$ cat src/rtl/mem_to_reg_pkg.sv
// rtl/mem_to_reg_pkg.sv - shared constants and extension helpers for the write-back selector
package mem_to_reg_pkg;

  localparam int DATA_W = 32;

  localparam logic [2:0] LT_LB  = 3'b000;
  localparam logic [2:0] LT_LH  = 3'b001;
  localparam logic [2:0] LT_LW  = 3'b011;
  localparam logic [2:0] LT_LBU = 3'b100;
  localparam logic [2:0] LT_LHU = 3'b101;

  function automatic logic [31:0] sext8(input logic [7:0] b);
    return {{24{b[7]}}, b};
  endfunction

  function automatic logic [31:0] sext16(input logic [15:0] h);
    return {{16{h[15]}}, h};
  endfunction

endpackage

$ cat src/rtl/mem_to_reg_mux_load_align_extend.sv
// rtl/mem_to_reg_mux_load_align_extend.sv - combinational big-endian lane pick and extension
module load_align_extend
  import mem_to_reg_pkg::*;
(
  input  logic [31:0] mem_data,
  input  logic [2:0]  load_type,
  input  logic [1:0]  byte_offset,
  output logic [31:0] load_value
);

  logic [7:0]  byte_lane;
  logic [15:0] half_lane;

  // Big-endian: offset 0 is the most significant byte.
  always_comb begin
    byte_lane = mem_data[31:24];
    case (byte_offset)
      2'd0: byte_lane = mem_data[31:24];
      2'd1: byte_lane = mem_data[23:16];
      2'd2: byte_lane = mem_data[15:8];
      2'd3: byte_lane = mem_data[7:0];
      default: byte_lane = mem_data[31:24];
    endcase
    half_lane = byte_offset[1] ? mem_data[15:0] : mem_data[31:16];
  end

  always_comb begin
    load_value = mem_data;
    case (load_type)
      LT_LB:   load_value = sext8(byte_lane);
      LT_LBU:  load_value = {24'h0, byte_lane};
      LT_LH:   load_value = sext16(half_lane);
      LT_LHU:  load_value = {16'h0, half_lane};
      LT_LW:   load_value = mem_data;
      default: load_value = mem_data;
    endcase
  end

endmodule

$ cat src/rtl/mem_to_reg_mux.sv
// rtl/mem_to_reg_mux.sv - registered write-back source selector (ALU vs load data)
// Optional MEMTOREG_LINK_EN adds pc_plus_8/link_sel for jal link writes.
module mem_to_reg_mux
  import mem_to_reg_pkg::*;
#(
  parameter int DATA_W = mem_to_reg_pkg::DATA_W
) (
  input  logic              clock,
  input  logic              reset,
  input  logic [DATA_W-1:0] mem_data,
  input  logic [DATA_W-1:0] alu_result,
  input  logic              mem_to_reg,
  input  logic [2:0]        load_type,
  input  logic [1:0]        byte_offset,
  input  logic              wb_en,
`ifdef MEMTOREG_LINK_EN
  input  logic [DATA_W-1:0] pc_plus_8,
  input  logic              link_sel,
`endif
  output logic [DATA_W-1:0] wb_data,
  output logic              wb_valid
);

  logic [DATA_W-1:0] load_value;
  logic [DATA_W-1:0] sel_value;
  logic [DATA_W-1:0] wb_data_d, wb_data_q;
  logic              wb_valid_d, wb_valid_q;

  load_align_extend u_load_align_extend (
    .mem_data    (mem_data),
    .load_type   (load_type),
    .byte_offset (byte_offset),
    .load_value  (load_value)
  );

  always_comb begin
    sel_value = mem_to_reg ? load_value : alu_result;
`ifdef MEMTOREG_LINK_EN
    if (link_sel) sel_value = pc_plus_8;
`endif
  end

  always_comb begin
    wb_valid_d = wb_en;
    wb_data_d  = wb_en ? sel_value : wb_data_q;
  end

  always_ff @(posedge clock) begin
    if (reset) begin
      wb_data_q  <= '0;
      wb_valid_q <= 1'b0;
    end else begin
      wb_data_q  <= wb_data_d;
      wb_valid_q <= wb_valid_d;
    end
  end

  assign wb_data  = wb_data_q;
  assign wb_valid = wb_valid_q;

endmodule

$ cat config.mk
export PLATFORM = sky130hd
export DESIGN_NAME = mem_to_reg_mux
export DESIGN_NICKNAME = d
export VERILOG_FILES = /design/src/rtl/mem_to_reg_pkg.sv /design/src/rtl/mem_to_reg_mux_load_align_extend.sv /design/src/rtl/mem_to_reg_mux.sv
export SDC_FILE = /design/constraint.sdc
export NUM_CORES = 1
export LEC_CHECK = 0
export BUFFER_PORTS_ARGS = -buffer_cell sky130_fd_sc_hd__buf_4
export CORE_MARGIN = 2
export CORE_UTILIZATION = 30
export DETAILED_ROUTE_END_ITERATION = 10
export HOLD_SLACK_MARGIN = 0.02
export PLACE_DENSITY = 0.62
export SLEW_MARGIN = 20
export SYNTH_ARGS = -nofsm -noshare
export SYNTH_HDL_FRONTEND = slang
export SYNTH_HIERARCHICAL = 1
export SYNTH_SLANG_ARGS = --single-unit
$ cat constraint.sdc
create_clock -name clock -period 2.75 [get_ports clock]
set_input_delay 0.4125 -clock clock [delete_from_list [all_inputs] [get_ports clock]]
set_output_delay 0.4125 -clock clock [all_outputs]
set_load 0.005 [all_outputs]
==> run metrics <==
Synth area leader dfxtp_1; Max IR drop VDD 0.209 mV; gr usage total 17.7%; worst-margin pin slew 0.637 ns; synthesized area 0.00223 sq mm; via count 2229; htree depth 2; Slew headroom 57.5%; global-route wire length before repair 11400 um; worst path cell trace buf_4 > mux2_2 > a22oi_4 > a21oi_1 > mux2i_1 > a211oi_1; Power Dens Cells 425 mW/mm^2; die width 90.2 um; post-route ant nets 0; DP Wirelength 5340 um; status finished, final reports clean; Post-CTS Setup Bufs 0; antenna violations before repair 0; nets in the synthesized netlist 324; WP data arrival 1.89 ns; Layout Area Growth over Synthesis 37.0%; Avg Vias per Cell 5.07; Crit Path Class input port to flip-flop; Iter 0 DRT Violations 228; number of flops mapped to enable cells by yosys 0; vias in the first global route 2131; flops & latches, synth 33; # Max-Cap Violations 0; fillers 771; RR Startpoint wb_data[24]; synth top area cells dfxtp_1 (30%), mux2i_1 (14%), a211oi_1 (10%); leakage 1.35 nW; area of the multi-input gates 0.00138 sq mm; minimum clock period 1.74 ns; Storage cell area 661 sq um; initial core utilization 30.9%; HP Start alu_result[19]; Clock Pin Slew Worst Setup and Hold Paths 0.07 ns; Setup TNS 0 ns; IO Count 106; Worst Setup SP byte_offset[1]; Pre-Repair DR Iteration Count 4; Crit Path Max Fanout 22; Crit-path slowest cell mux2_2; Worst Clk Skew 0 ns; Setup crit end kind flip-flop; PnR worst setup slack 1.01 ns; CTS resizes 0; final-report setup violation count 0; top post-synthesis cells by count dfxtp_1 (33), nor2_1 (33), a21oi_1 (32), mux2i_1 (32), a211oi_1 (30); final hold slack 0.467 ns; CTS Hold Bufs 0; port bufs 105; Clock Sink Count 33; share of layout cells above drive strength 1 39.0%; syn avg cell area 8.88 sq um; asr flop ratio synth 0%; pin count of the biggest net entering global routing 66; Row Count 31; final core utilization 42.3%; core footprint 0.00721 sq mm; RSZ-0062 raised after global routing false; Final Max Slew Viols 0; Peak Freq 574 MHz; drt wl/cell 16.3 um; total wire length 7160 um; Setup crit start kind input port; clk root buf clkbuf_8; Final Hold Viols 0; Post-Place Setup Slack 0.719 ns; Synth Flop Type dfxtp_1; Die ar. 0.00813 sq mm; Req. time, crit path 2.90 ns; Max clock buf depth 2; CP delay by family, top compound AO/OA/AOI/OAI gates; slowest stage delay, CP 0.42 ns; Num CTS Buffers 5; Residual DRC 0; Worst Hold Class input port to flip-flop; period utilization 63.4%; RD Place Congestion 0.865; Critical path buffers and inverters 1; share of the synthesized area in the top cell type 29.6%; global route total overflow 0; die height 90.2 um; Synth Warn # 6; sequential area share after synthesis 29.6%; # nets final 413; worst skew pair latency 0.29 ns; cells after synthesis 251; count of cell types in the netlist 29; n_diodes 0; CTS tree yes
## path summary, 6_finish.rpt
check / slack [ns] / end / depth (start not counted)
max reg2reg: 2.00 / wb_data[24] / 2
max: 1.01 / wb_data[17] / 6
min: 0.47 / wb_data[19] / 3
min reg2reg: 0.49 / wb_data[8] / 2
## where the power goes
part	switching (W)	internal, W
Combinational	0.000188	0.000205
Sequential	0.0000198	0.000515
Clock	0.000193	0.000176
Total	0.000401	0.000895
## state kept, by name (all words and copies together), names as in the netlist
| register | flops |
|---|---|
| wb_data | 32 |
| wb_valid | 1 |
## metrics by stage
stage               std cells  instance area (sq um)  total power, W
floorplan                 251                   2230        0.000765
global placement          432                   2970        0.000935
detailed placement        432                   2970        0.000939
CTS                       440                   3050         0.00131
global route              440                   3050         0.00137
finish                    440                   3050         0.00130
## layer usage
metal | track usage (%) | vias up | wire, um
li1 | - | 1135 | -
met1 | 25.0 | 1020 | 3330
met2 | 27.1 | 70 | 3410
met3 | 3.35 | 4 | 346
met4 | 5.51 | 0 | 74
met5 | 0 | - | 0
## worst register-to-register path: stages (launching register included)
cell and delay [ns]:
dfxtp_1 0.35, nor2_1 0.05, a211oi_1 0.26
## logic make-up after synthesis
kind of cell           Yosys count  synth area share (%)
DFF                             33                  29.6
and+or+nand+nor                 48                  8.98
AOI/OAI and AO/OA              102                  33.6
buffers and inverters           26                  8.31
muxes                           42                  19.4
## placed cells by master (no fill, tap or decap), drive strengths merged
master,Yosys,routed
a211oi,33,33
a21oi,33,33
a22oi,17,17
buf,14,106
clkbuf,10,6
clkinv,1,3
dfxtp,33,33
inv,1,1
mux2,10,10
mux2i,32,32
nand2,9,9
nor2,35,35
nor2b,2,2
nor3,1,1
nor3b,1,1
o211ai,2,2
o21ba,1,1
o21bai,1,1
o221ai,8,8
o2bb2ai,7,7
## layout make-up
cell class                 count  area share [%]
multi-input combinational    192            45.3
timing repair buffer         106            26.1
sequential                    33            21.6
tap                           99            4.06
clock buffer                   6            2.38
clock inverter                 2           0.328
inverter                       2           0.246
Power figures use the tool's default switching activity.
